`config.mk`:
```
export PLATFORM = sky130hd
export DESIGN_NAME = pump_duty_scheduler
export DESIGN_NICKNAME = d
export VERILOG_FILES = /design/src/rtl/pump_duty_scheduler_pkg.sv /design/src/rtl/pump_duty_scheduler_tick.sv /design/src/rtl/pump_duty_scheduler.sv
export SDC_FILE = /design/constraint.sdc
export NUM_CORES = 1
export LEC_CHECK = 0
export CORE_ASPECT_RATIO = 0.8
export CORE_MARGIN = 2
export CORE_UTILIZATION = 55
export CTS_BUF_LIST = sky130_fd_sc_hd__clkbuf_4 sky130_fd_sc_hd__clkbuf_8
export CTS_CLUSTER_DIAMETER = 50
export DETAILED_ROUTE_END_ITERATION = 10
export GPL_TIMING_DRIVEN = 0
export PLACE_DENSITY = 0.74
export SYNTH_ARGS = -nofsm -noshare
export SYNTH_HDL_FRONTEND = slang
export SYNTH_SLANG_ARGS = --single-unit
```
`constraint.sdc`:
```
create_clock -name clk -period 4.7 [get_ports clk]
set_input_delay 0.94 -clock clk [delete_from_list [all_inputs] [get_ports clk]]
set_output_delay 0.94 -clock clk [all_outputs]
set_load 0.01 [all_outputs]
```
`src/rtl/pump_duty_scheduler_pkg.sv`:
```
// Shared definitions for the pump duty scheduler: state encodings, pump ids,
// level codes shared with the level controller, and the start-pump selection rule.
package pump_duty_scheduler_pkg;

  typedef logic [1:0] state_t;

  localparam state_t ST_IDLE      = 2'd0;
  localparam state_t ST_START_DLY = 2'd1;
  localparam state_t ST_RUN       = 2'd2;
  localparam state_t ST_FAULT     = 2'd3;

  localparam logic PUMP_A = 1'b0;
  localparam logic PUMP_B = 1'b1;

  localparam logic [2:0] L0   = 3'd0;
  localparam logic [2:0] L25  = 3'd1;
  localparam logic [2:0] L50  = 3'd2;
  localparam logic [2:0] L75  = 3'd3;
  localparam logic [2:0] L100 = 3'd4;

  // Prefer the pump that did not run last; fall back to the other if it is locked out.
  function automatic logic pick_pump(input logic last_used, input logic [1:0] locked);
    logic pref;
    pref = ~last_used;
    if (!locked[pref]) return pref;
    return ~pref;
  endfunction

endpackage

```
`src/rtl/pump_duty_scheduler_tick.sv`:
```
// Free-running 1 s time base: emits a one-cycle tick every TICK_DIV clocks.
module tick_prescaler #(
  parameter int TICK_DIV = 50_000_000
) (
  input  logic clk,
  input  logic rst,
  output logic tick
);

  localparam int CW = $clog2(TICK_DIV);
  localparam logic [CW-1:0] LAST = CW'(TICK_DIV - 1);

  logic [CW-1:0] count_reg;

  always_ff @(posedge clk) begin
    if (rst) begin
      count_reg <= '0;
    end else if (count_reg == LAST) begin
      count_reg <= '0;
    end else begin
      count_reg <= count_reg + CW'(1);
    end
  end

  assign tick = (count_reg == LAST);

endmodule

```
`src/rtl/pump_duty_scheduler.sv`:
```
// Duty/standby pump scheduler: min off/on times, alternation on each start,
// dry-run lockout with failover, and a latched FAULT when both pumps are locked out.
module pump_duty_scheduler
  import pump_duty_scheduler_pkg::*;
#(
  parameter int TICK_DIV      = 50_000_000,
  parameter int MIN_OFF_S     = 5,
  parameter int MIN_ON_S      = 3,
  parameter int DRY_TIMEOUT_S = 30
) (
  input  logic       clk,
  input  logic       rst,
  input  logic       pump_req,
  input  logic [2:0] lvl_sup,
  input  logic       fault_clr,
  output logic       pump_a_on,
  output logic       pump_b_on,
  output logic [1:0] pump_fault,
  output logic       fault,
  output logic [1:0] state_code
);

  localparam int OFF_W = $clog2(MIN_OFF_S + 1);
  localparam int RUN_W = $clog2(DRY_TIMEOUT_S + 1);
  localparam logic [OFF_W-1:0] OFF_MAX = OFF_W'(MIN_OFF_S);
  localparam logic [RUN_W-1:0] RUN_MAX = RUN_W'(DRY_TIMEOUT_S);
  localparam logic [RUN_W-1:0] ON_MIN  = RUN_W'(MIN_ON_S);

  logic tick;

  tick_prescaler #(.TICK_DIV(TICK_DIV)) u_tick (
    .clk  (clk),
    .rst  (rst),
    .tick (tick)
  );

  state_t           state_reg, state_next;
  logic             sel_reg, sel_next;
  logic             last_used_reg, last_used_next;
  logic [1:0]       pump_fault_reg, pump_fault_next;
  logic [2:0]       lvl_ref_reg, lvl_ref_next;
  logic             progress_reg, progress_next;
  logic [OFF_W-1:0] off_cnt_reg;
  logic [RUN_W-1:0] run_cnt_reg;
  logic             run_entry;
  logic             both_off;

  assign both_off = !pump_a_on && !pump_b_on;

  always_comb begin
    state_next      = state_reg;
    sel_next        = sel_reg;
    last_used_next  = last_used_reg;
    pump_fault_next = fault_clr ? 2'b00 : pump_fault_reg;
    lvl_ref_next    = lvl_ref_reg;
    progress_next   = progress_reg;
    run_entry       = 1'b0;
    case (state_reg)
      ST_IDLE: begin
        if (pump_req) begin
          if (pump_fault_reg != 2'b11) begin
            state_next = ST_START_DLY;
            sel_next   = pick_pump(last_used_reg, pump_fault_reg);
          end else begin
            state_next = ST_FAULT;
          end
        end
      end
      ST_START_DLY: begin
        if (!pump_req) begin
          state_next = ST_IDLE;
        end else if (off_cnt_reg >= OFF_MAX) begin
          state_next    = ST_RUN;
          lvl_ref_next  = lvl_sup;
          progress_next = 1'b0;
          run_entry     = 1'b1;
        end
      end
      ST_RUN: begin
        progress_next = progress_reg || (lvl_sup > lvl_ref_reg);
        // Dry-run detection outranks both a normal stop and a same-cycle clear.
        if (!progress_reg && run_cnt_reg >= RUN_MAX) begin
          pump_fault_next[sel_reg] = 1'b1;
          last_used_next           = sel_reg;
          state_next               = ST_IDLE;
        end else if (!pump_req && run_cnt_reg >= ON_MIN) begin
          last_used_next = sel_reg;
          state_next     = ST_IDLE;
        end
      end
      default: begin
        if (fault_clr) state_next = ST_IDLE;
      end
    endcase
  end

  always_ff @(posedge clk) begin
    if (rst) begin
      state_reg      <= ST_IDLE;
      sel_reg        <= PUMP_A;
      last_used_reg  <= PUMP_B;
      pump_fault_reg <= 2'b00;
      lvl_ref_reg    <= L0;
      progress_reg   <= 1'b0;
      pump_a_on      <= 1'b0;
      pump_b_on      <= 1'b0;
      fault          <= 1'b0;
    end else begin
      state_reg      <= state_next;
      sel_reg        <= sel_next;
      last_used_reg  <= last_used_next;
      pump_fault_reg <= pump_fault_next;
      lvl_ref_reg    <= lvl_ref_next;
      progress_reg   <= progress_next;
      pump_a_on      <= (state_next == ST_RUN) && (sel_next == PUMP_A);
      pump_b_on      <= (state_next == ST_RUN) && (sel_next == PUMP_B);
      fault          <= (state_next == ST_FAULT);
    end
  end

  // Off-time accumulates across IDLE/START_DLY/FAULT; it restarts when a pump starts.
  always_ff @(posedge clk) begin
    if (rst || run_entry) begin
      off_cnt_reg <= '0;
    end else if (tick && both_off && off_cnt_reg < OFF_MAX) begin
      off_cnt_reg <= off_cnt_reg + OFF_W'(1);
    end
  end

  always_ff @(posedge clk) begin
    if (rst || run_entry) begin
      run_cnt_reg <= '0;
    end else if (tick && state_reg == ST_RUN && run_cnt_reg < RUN_MAX) begin
      run_cnt_reg <= run_cnt_reg + RUN_W'(1);
    end
  end

  assign state_code = state_reg;
  assign pump_fault = pump_fault_reg;

endmodule

```
==> results of run 1 <==
-- stage by stage --
| step | worst slack, ns | cell area (µm²) | utilization | hold slack [ns] |
|---|---|---|---|---|
| 6_report | 2.317 | 2681 | 0.6378 | 0.4614 |
| 5_1_grt | 2.153 | 2681 | 0.6378 | 0.4979 |
| 4_1_cts | 2.314 | 2681 | 0.6378 | 0.4638 |
| 3_5_place_dp | 2.261 | 2605 | 0.6196 | 0.4529 |
| 3_3_place_gp | 2.274 | 2605 | 0.6196 | 0.4465 |
| 2_1_floorplan | 2.609 | 2414 | - | 0.4363 |
-- critical path, delay by kind of cell, from the launching register on --
family                   cells  cell delay [ns]
AND/OR/NAND/NOR              2             0.72
buffers and inverters        2             0.49
flip-flops                   1             0.40
AO/OA/AOI/OAI                2             0.38
adder cells (fa/ha/maj)      1             0.26
-- cells in the mapped netlist, drive strengths merged, types with 3 or more instances --
cell type	instances
o21ai	10
and3	3
nor3	8
xor2	4
nor2	23
nor4	7
or4	13
o31ai	8
clkbuf	5
nand3	14
or3	9
dfxtp	47
nand4	10
a21oi	25
nor2b	3
nand2b	5
xnor2	7
ha	8
buf	7
inv	15
nand2	29
-- power by group through the flow --
stage	clock network (mW)	logic, mW	registers (mW)
floorplan	0	0.0193	0.414
global placement	0	0.0304	0.415
detailed placement	0	0.0309	0.415
CTS	0.236	0.0310	0.405
global route	0.252	0.0347	0.406
finish	0.227	0.0309	0.405
-- cell usage in the layout, fill, tap and decap left out, types with 2 or more instances in the layout --
cell              n
a21oi_1          23
a21oi_2           2
a31o_2            2
a31oi_1           2
and2_1            2
and3_1            3
and4_1            2
buf_2             6
clkbuf_1          5
clkbuf_8          5
clkdlybuf4s50_1  12
dfxtp_1          47
ha_1              8
inv_1            15
mux2i_1           2
nand2_1          29
nand2b_1          5
nand3_1          14
nand4_1           8
nand4b_1          2
nor2_1           23
nor2b_1           3
nor3_1            8
nor3b_1           2
nor4_1            7
nor4b_1           2
o21ai_0          10
o31a_1            2
o31ai_1           8
or3_1             9
or4_1            10
or4_4             3
xnor2_1           7
xor2_1            4
-- final timing paths --
kind	from	endpoint	slack, ns
worst max-delay path	u_tick.count_reg[0]	u_tick.count_reg[24]	2.32
worst min-delay path	lvl_ref_reg[0]	lvl_ref_reg[0]	0.46
worst max register to register	u_tick.count_reg[0]	u_tick.count_reg[24]	2.32
worst min register to register	lvl_ref_reg[0]	lvl_ref_reg[0]	0.46
-- cell families (layout without fill, tap and decap cells) --
group | Yosys count | after routing | share of synthesized area
flip-flops | 47 | 47 | 0.3898
multiplexers | 2 | 2 | 0.008295
AND/OR/NAND/NOR | 137 | 137 | 0.3219
buffers and inverters | 27 | 45 | 0.04821
XOR/XNOR | 11 | 11 | 0.03992
adder cells (fa/ha/maj) | 8 | 8 | 0.04147
AO/OA/AOI/OAI | 57 | 57 | 0.1503
-- area by class of cell --
class / count / area share
Clock inverter: 1 / 0.002800
Buffer: 12 / 0.02240
Inverter: 15 / 0.02100
Clock buffer: 5 / 0.02566
Timing Repair Buffer: 12 / 0.04480
Multi-Input combinational cell: 215 / 0.5058
Sequential cell: 47 / 0.3509
Tap cell: 57 / 0.02660
-- metal layers --
layer / up-vias / share of wire / routed length, µm
met4: 0 / 0.0073 / 37
met1: 978 / 0.52 / 2607
met3: 4 / 0.061 / 311
li1: 1090 / - / -
met5: - / 0 / 0
met2: 60 / 0.42 / 2104
==> qor.csv, run 1 <==
stage;metric;value;unit
run_status;status;finished clean;
grt;grt_max_degree;14;
finish;multi_input_area;1356;µm²
critical_path;crit_top_cell;buf_2;
cts;cts_made_buffers;5;
detailed_routing;route.vias.total;2132;
cts;path_clk_slew;0.08;ns
timing;post-route-period-util;0.5071;
placed_design;port_buffers;12;
power_and_ir_drop;swShare;0.2262;
detailed_routing;drt-initial-drc-count;155;
detailed_routing;avgViaCountPerCell;5.857;
detailed_routing;antenna_left;0;
critical_path;worstSetupEndpointType;flip-flop;
floorplan;die_y;63.25;µm
grt;antenna_found_initial;0;
yosys;yosysTopAreaCellShare;0.3898;
timing;setup_viol;0;
finish;regArea;940.9;µm²
power_and_ir_drop;pwr-share-comb;0.047;
finish;post_route_cells_drive_above_1_share;0.07492;
grt;busiest_layer;met1;
timing;drv_slew;0;
grt;gr-usage-met2;0.3244;
finish;nFillCells;365;
cts;clockBufferDepth;2;
timing;slew_headroom;0.6210;
power_and_ir_drop;p_sw;150.2;µW
detailed_routing;avgRoutedWirePerCell;13.90;µm
yosys;synth_area_leaders;dfxtp_1 (39%), a21oi_1 (4.8%), nand2_1 (4.5%);
timing;fin_tns_setup;0;ns
cts;cts_tree;yes;
grt;use_met3;0.04298;
detailed_routing;totalWireLength;5.059;mm
power_and_ir_drop;power_leakage;0.8864;nW
floorplan;coreArea;4204;µm²
floorplan;ios;14;
detailed_routing;firstDrtPassIters;4;
finish;antenna_cells;0;
timing;skew;0.01081;ns
placed_design;placed_cells;358;
critical_path;reg2reg_depth;7;
power_and_ir_drop;total_power;663.8;µW
critical_path;cp_slowest_stage_delay;0.54;ns
timing;tightest_slew;0.5614;ns
yosys;synth_top_cell_by_area;dfxtp_1;
yosys;syn_area;2414;µm²
grt;track_usage;0.2259;
power_and_ir_drop;pwr-share-clk;0.343;
finish;layout-area-overhead-vs-synth;11.09;%
yosys;synth_edf_count;0;
floorplan;start_util;0.5741;
grt;grt_first_pass_wirelength;8.942;mm
cts;insertion_delay;0.30;ns
detailed_routing;drc_errors;0;
cts;htreeDepth;2;
critical_path;critPathMaxFanout;10;
cts;root_buffer;clkbuf_8;
yosys;synth_flop_cell;dfxtp_1;
job;drv_cap;0;
floorplan;num_rows;21;
yosys;ys_seq_area_frac;0.3898;
critical_path;slowest_stage;or4_1;
power_and_ir_drop;peakVddDrop;0.1935;mV
finish;finalNonFillerCells;364;
timing;fmax;419.6;MHz
cts;clkSinkCount;47;
yosys;async_reset_ff_frac;0;
critical_path;path_cells;ha_1 -> nand4_2 -> or4_1 -> buf_2 -> o21bai_2 -> buf_2 -> a21oi_1;
floorplan;die-area;4938;µm²
critical_path;startpoint_type;flip-flop;
timing;hold_viol_final;0;
grt;grt_pass1_vias;1909;
timing;rsz0062_at_grt;no;
yosys;syn_inst;289;
timing;min_period;2.383;ns
grt;grt_overflow;0;
cts;cts-resized-gates;0;
yosys;synth_area_per_cell;8.351;µm²
critical_path;crit_type;flip-flop to flip-flop;
grt;gr-usage-met1;0.3399;
floorplan;die_x;78.07;µm
placed_design;dpl.hpwl;3.757;mm
finish;largest_reg_flops;26;
yosys;synth_seq_cells;47;
yosys;synth_nets;304;
power_and_ir_drop;intPower;513.6;µW
finish;nets;323;
placed_design;place_congestion;0.8247;
cts;postCtsHoldBufs;0;
power_and_ir_drop;power_per_cell_area;247.5;nW/µm²
yosys;yosys_warnings;0;
hold_path;hold_path_class;flip-flop to flip-flop;
critical_path;arrival;2.56;ns
power_and_ir_drop;pwr-share-seq;0.611;
yosys;synth_cell_types;46;
critical_path;cp.required;4.88;ns
cts;postCtsSetupBuffers;0;
hold_path;hold_depth;2;
No activity file was read; power rests on OpenSTA's default activity.
==> run 2: changes to the inputs <==
--- a/config.mk
+++ b/config.mk
@@ -12,7 +12,7 @@
 export CTS_CLUSTER_DIAMETER = 50
 export DETAILED_ROUTE_END_ITERATION = 10
 export GPL_TIMING_DRIVEN = 0
-export PLACE_DENSITY = 0.74
+export PLACE_DENSITY = 0.77
 export SYNTH_ARGS = -nofsm -noshare
 export SYNTH_HDL_FRONTEND = slang
 export SYNTH_SLANG_ARGS = --single-unit
==> constraint.sdc (replaced) <==
create_clock -name clk -period 2 [get_ports clk]
set_input_delay 0.4 -clock clk [delete_from_list [all_inputs] [get_ports clk]]
set_output_delay 0.4 -clock clk [all_outputs]
set_load 0.01 [all_outputs]
==> run 2 against run 1 <==
Compared with the run above:
- clock power increased to 3.7 times the previous value
- flip-flop and latch count did not move
- largest power group unchanged
- register-to-register slack lost 2.3 ns
- first-iteration DRC count shrank 1.3%
- count of clock-buffer cells in the layout is 1 higher
- total power increased to 2.8 times the previous value
- sequential share of layout area down 2.2 points
==> qor.csv, run 2 (synthesis gave the netlist of run 1 again) <==
stage;metric;value;unit;change
run_status;status;finished clean;;
timing;setup_viol;0;;unchanged
detailed_routing;drt-initial-drc-count;153;;-1.3%
power_and_ir_drop;swShare;0.2042;;-0.02206
grt;antenna_found_initial;0;;unchanged
timing;skew;0.005852;ns;-0.004958 ns
detailed_routing;top_layer;met4;;
timing;slew_headroom;0.6329;;+0.01186
floorplan;die_x;78.07;µm;unchanged
detailed_routing;routed-wl-met3;334;µm;+7.4%
timing;fmax;510.0;MHz;+22%
cts;insertion_delay;0.31;ns;about the same
timing;post-route-period-util;0.9805;;+0.4734
power_and_ir_drop;total_power;1.885;mW;+180%
timing;fin_tns_setup;0;ns;unchanged
detailed_routing;wl_met1;2.649;mm;+1.6%
timing;min_period;1.961;ns;-0.4224 ns
grt;grt_overflow;0;;unchanged
power_and_ir_drop;peakVddDrop;0.4627;mV;+140%
power_and_ir_drop;pwr-share-comb;0.049;;+0.002
detailed_routing;drc_errors;0;;unchanged
critical_path;cp.required;2.25;ns;-2.63 ns
placed_design;place_congestion;0.8752;;+6.1%
detailed_routing;firstDrtPassIters;5;;+1
cts;cts_made_buffers;5;;unchanged
cts;cts_tree;yes;;
critical_path;worstSetupEndpointType;flip-flop;;
critical_path;reg2reg_depth;6;;-1
cts;path_clk_slew;0.09;ns;about the same
critical_path;rrSetupSlack;0.04;ns;-2.28 ns
finish;nFillCells;352;;-3.6%
detailed_routing;avgViaCountPerCell;5.903;;+0.79%
finish;post_route_cells_drive_above_1_share;0.1619;;+0.08699
detailed_routing;wl_met2;2.333;mm;+11%
detailed_routing;avgRoutedWirePerCell;14.55;µm;+4.7%
power_and_ir_drop;power_leakage;0.9927;nW;+12%
placed_design;dpl.hpwl;3.757;mm;about the same
power_and_ir_drop;intPower;1.500;mW;+190%
detailed_routing;totalWireLength;5.412;mm;+7.0%
timing;hold_viol_final;0;;unchanged
floorplan;start_util;0.5741;;unchanged
power_and_ir_drop;pwr-share-seq;0.504;;-0.107
timing;drv_slew;0;;unchanged
floorplan;coreArea;4204;µm²;unchanged
critical_path;crit_type;flip-flop to flip-flop;;
grt;grt_max_degree;15;;+1
cts;htreeDepth;2;;unchanged
finish;largest_reg_flops;26;;unchanged
detailed_routing;antenna_left;0;;unchanged
floorplan;num_rows;21;;unchanged
timing;rsz0062_at_grt;yes;;
hold_path;hold_depth;2;;unchanged
grt;track_usage;0.2352;;+0.009207
power_and_ir_drop;pwr-share-clk;0.447;;+0.104
finish;nets;329;;+1.9%
grt;grt_pass1_vias;2004;;+5.0%
hold_path;hold_path_class;flip-flop to flip-flop;;
detailed_routing;route.vias.total;2196;;+3.0%
job;drv_cap;0;;unchanged
critical_path;critPathMaxFanout;5;;-5
finish;antenna_cells;0;;unchanged
floorplan;die_y;63.25;µm;unchanged
placed_design;port_buffers;12;;unchanged
power_and_ir_drop;p_sw;384.8;µW;+160%
grt;grt_first_pass_wirelength;9.177;mm;+2.6%
cts;clkSinkCount;47;;unchanged
critical_path;startpoint_type;flip-flop;;
floorplan;die-area;4938;µm²;unchanged
power_and_ir_drop;power_per_cell_area;644.5;nW/µm²;+160%
finish;layout-area-overhead-vs-synth;21.15;%;
finish;layout_commonest_cell;dfxtp_1;;
finish;layout_common_cells;dfxtp_1 (38), nand2_1 (28), nor2_1 (23), a21oi_1 (23), inv_1 (15);;
cts;clockBufferDepth;2;;unchanged
critical_path;arrival;2.21;ns;-0.35 ns
floorplan;ios;14;;unchanged
cts;root_buffer;clkbuf_8;;
timing;tightest_slew;0.5457;ns;-0.01570 ns
-- run 2: cell count changes in the layout (fill, tap and decap cells not counted), sizes merged --
cell      delta
clkinvlp     -1
buf          +7
bufinv       +2
-- run 2: worst paths after layout --
check | from | end
min | lvl_ref_reg[2] | lvl_ref_reg[2]
max | u_tick.count_reg[0] | u_tick.count_reg[21]
max reg2reg | u_tick.count_reg[0] | u_tick.count_reg[21]
min reg2reg | lvl_ref_reg[2] | lvl_ref_reg[2]
-- run 2: per-stage QoR --
| step | hold WS, ns | area [µm²] | util | setup WS [ns] | std cells |
|---|---|---|---|---|---|
| 4_1_cts | 0.4627 | 2865 | 0.6815 | 0.002514 | 371 |
| 6_report | 0.4605 | 2924 | 0.6955 | 0.03905 | 372 |
| 5_1_grt | 0.4985 | 2924 | 0.6955 | -0.01748 | 372 |
| 2_1_floorplan | 0.4363 | 2429 | - | 0.01301 | 289 |
| 3_5_place_dp | 0.4505 | 2620 | 0.6232 | -0.2502 | 358 |
| 3_3_place_gp | 0.4431 | 2620 | 0.6232 | -0.2166 | 358 |
-- run 2: area by class of cell --
class,instances,area [µm²],share of cell area
tap,57,71.32,0.02439
timing repair buffer,20,185.2,0.06333
buffer,10,71.32,0.02439
multi-input combinational,215,1441,0.4929
clock buffer,6,76.32,0.02610
inverter,15,56.30,0.01926
sequential,47,962.2,0.3291
clock inverter,2,60.06,0.02054
-- run 2: critical path, cell delays in order (launching register included) --
cell	delay, ns
dfxtp_4	0.37
buf_6	0.10
nand4_1	0.09
or4_4	0.58
buf_6	0.16
or4_4	0.48
a21oi_2	0.12
-- run 2: power by group through the flow --
stage          Clock (mW)  Sequential, mW  Combinational [mW]
2_1_floorplan           0           0.976              0.0468
3_3_place_gp            0           0.977              0.0732
3_5_place_dp            0           0.977              0.0734
4_1_cts             0.852           0.949              0.0873
5_1_grt             0.887           0.952               0.104
6_report            0.842           0.950              0.0930
-- run 2: layer usage --
metal,vias up,track usage
met5,-,0
met4,0,0.09868
met3,8,0.04298
met2,58,0.3459
met1,1019,0.3384
li1,1111,-
-- run 2: what timing repair did --
action,4_1_cts,5_1_grt
cloned,0,1
buffers inserted,6,1
hold buffers,0,0
gates resized for setup,23,13
setup endpoints to repair,30,17
pin swaps,8,6
==> run 3: changes to the inputs <==
--- a/config.mk
+++ b/config.mk
@@ -6,7 +6,6 @@
 export NUM_CORES = 1
 export LEC_CHECK = 0
 export CORE_ASPECT_RATIO = 0.8
-export CORE_MARGIN = 2
 export CORE_UTILIZATION = 55
 export CTS_BUF_LIST = sky130_fd_sc_hd__clkbuf_4 sky130_fd_sc_hd__clkbuf_8
 export CTS_CLUSTER_DIAMETER = 50
==> run 3 against run 2 <==
Compared with the run above:
- global-route usage grew 1.1 points
- worst setup slack lost 0.0058 ns
- flip-flop and latch count is the same
- combinational power is essentially flat
==> qor.csv, run 3 (synthesis gave the netlist of run 1 again) <==
stage;metric;value;unit;change
placed_design;dpl.hpwl;3.710;mm;-1.2%
grt;antenna_found_initial;0;;unchanged
grt;grt_pass1_vias;1885;;-5.9%
critical_path;arrival;2.14;ns;-0.07 ns
power_and_ir_drop;power_per_cell_area;625.5;nW/µm²;-3.0%
cts;clockBufferDepth;2;;unchanged
cts;cts_made_buffers;5;;unchanged
finish;largest_reg_flops;26;;unchanged
power_and_ir_drop;pwr-share-seq;0.507;;+0.003
floorplan;num_rows;21;;unchanged
grt;grt_max_degree;16;;+1
cts;cts_tree;yes;;
detailed_routing;drc_errors;0;;unchanged
floorplan;die_x;76.07;µm;-2.6%
placed_design;placed_cells;358;;unchanged
hold_path;hold_path_class;flip-flop to flip-flop;;
grt;grt_first_pass_wirelength;8.935;mm;-2.6%
detailed_routing;drt-initial-drc-count;215;;+41%
timing;whs;0.4602;ns;-0.0003190 ns
cts;clkSinkCount;47;;unchanged
finish;finish.instance_area;3005;µm²;+2.8%
critical_path;worstReg2RegStart;u_tick.count_reg[1];;
timing;setup_viol;0;;unchanged
floorplan;ios;14;;unchanged
finish;nets;334;;+1.5%
grt;track_usage;0.2461;;+0.01094
timing;fin_tns_setup;0;ns;unchanged
hold_path;hold_depth;2;;unchanged
run_status;status;finished clean;;
finish;finalNonFillerCells;377;;+1.3%
timing;slew_headroom;0.6259;;-0.006974
cts;postCtsHoldBufs;0;;unchanged
floorplan;die-area;4659;µm²;-5.6%
finish;multi_input_area;1460;µm²;+1.3%
critical_path;critPathMaxFanout;8;;+3
critical_path;rrSetupSlack;0.03;ns;about the same
timing;hold_viol_final;0;;unchanged
timing;fmax;508.5;MHz;-0.29%
critical_path;reg2reg_depth;6;;unchanged
cts;htreeDepth;2;;unchanged
hold_path;min_from;lvl_ref_reg[1];;
finish;nFillCells;317;;-9.9%
power_and_ir_drop;power_leakage;1.029;nW;+3.7%
cts;root_buffer;clkbuf_8;;
job;drv_cap;0;;unchanged
finish;layout-area-overhead-vs-synth;24.52;%;
finish;utilization;0.7149;;+0.01934
timing;tightest_slew;0.5560;ns;+0.01036 ns
finish;layout_commonest_cell;dfxtp_1;;
power_and_ir_drop;intPower;1.485;mW;-0.98%
detailed_routing;firstDrtPassIters;5;;unchanged
placed_design;port_buffers;12;;unchanged
detailed_routing;antenna_left;0;;unchanged
power_and_ir_drop;pwr-share-clk;0.443;;-0.004
finish;antenna_cells;0;;unchanged
finish;post_route_cells_drive_above_1_share;0.2063;;+0.04435
detailed_routing;avgRoutedWirePerCell;15.52;µm;+6.7%
power_and_ir_drop;pwr-share-comb;0.050;;about the same
finish;regArea;965.9;µm²;+0.39%
timing;drv_slew;0;;unchanged
grt;grt_overflow;0;;unchanged
power_and_ir_drop;swShare;0.2100;;+0.005768
detailed_routing;totalWireLength;5.850;mm;+8.1%
critical_path;worst_r2r_endpoint;run_cnt_reg[0];;
floorplan;die_y;61.25;µm;-3.2%
cts;insertion_delay;0.30;ns;about the same
detailed_routing;avgViaCountPerCell;6.058;;+2.6%
timing;skew;0.005691;ns;-0.0001611 ns
placed_design;place_area;2620;µm²;unchanged
critical_path;crit_type;flip-flop to flip-flop;;
critical_path;startpoint_type;flip-flop;;
power_and_ir_drop;peakVddDrop;0.4275;mV;-7.6%
finish;layout_common_cells;dfxtp_1 (35), nand2_1 (28), nor2_1 (23);;
floorplan;coreArea;4204;µm²;unchanged
detailed_routing;route.vias.total;2284;;+4.0%
hold_path;hold_end;lvl_ref_reg[1];;
power_and_ir_drop;p_sw;394.7;µW;+2.6%
critical_path;worstSetupEndpointType;flip-flop;;
timing;min_period;1.967;ns;+0.005783 ns
placed_design;place_congestion;0.8633;;-1.4%
timing;post-route-period-util;0.9834;;+0.002892
cts;path_clk_slew;0.09;ns;about the same
critical_path;cp.required;2.18;ns;-0.07 ns
floorplan;start_util;0.5741;;unchanged
run 3: stage by stage:
step	total power, mW	worst slack (ns)
final	1.880	0.03326
after global routing	1.939	-0.03271
after CTS	1.876	-0.003572
after detailed placement	1.052	-0.2496
after global placement	1.051	-0.2119
after floorplan	1.022	0.01301
run 3: metal layers:
layer | track usage | up-vias | routed length, µm
met5 | 0 | - | 0
met4 | 0.07143 | 0 | 59
met3 | 0.06074 | 8 | 340
met1 | 0.3470 | 1079 | 2902
li1 | - | 1116 | -
met2 | 0.3792 | 81 | 2548
run 3: layout make-up:
type / instances / area share
Clock buffer: 5 / 0.02290
Timing Repair Buffer: 26 / 0.07993
Inverter: 15 / 0.01873
Tap cell: 57 / 0.02373
Clock inverter: 3 / 0.02248
Buffer: 9 / 0.02498
Multi-Input combinational cell: 215 / 0.4858
Sequential cell: 47 / 0.3214
run 3: worst max path at each step:
stage,depth (start not counted),endpoint,startpoint
floorplan,6,off_cnt_reg[0],u_tick.count_reg[0]
global placement,7,u_tick.count_reg[9],u_tick.count_reg[0]
detailed placement,7,u_tick.count_reg[9],u_tick.count_reg[1]
CTS,5,u_tick.count_reg[21],u_tick.count_reg[6]
global route,6,run_cnt_reg[2],u_tick.count_reg[11]
finish,6,run_cnt_reg[0],u_tick.count_reg[1]
run 3: critical path: stages, from the launching register on:
cell       delay (ns)
dfxtp_4          0.37
ha_4             0.15
nand4_4          0.11
or4_4            0.66
clkbuf_16        0.21
o31ai_2          0.27
a21oi_2          0.09
run 3: power by group through the flow:
stage	logic, mW	registers, mW	clock network [mW]
final	0.0933	0.953	0.833
after global routing	0.102	0.955	0.882
after CTS	0.0873	0.951	0.838
after detailed placement	0.0750	0.977	0
after global placement	0.0738	0.977	0
after floorplan	0.0468	0.976	0
run 3: repair_timing:
| action | in CTS | in global routing |
|---|---|---|
| pin swaps | 10 | 13 |
| gates cloned | 0 | 2 |
| endpoints found under the hold margin | 0 | 0 |
| endpoints found under the setup margin | 30 | 34 |
| buffers inserted | 6 | 6 |
| resized for setup | 22 | 24 |
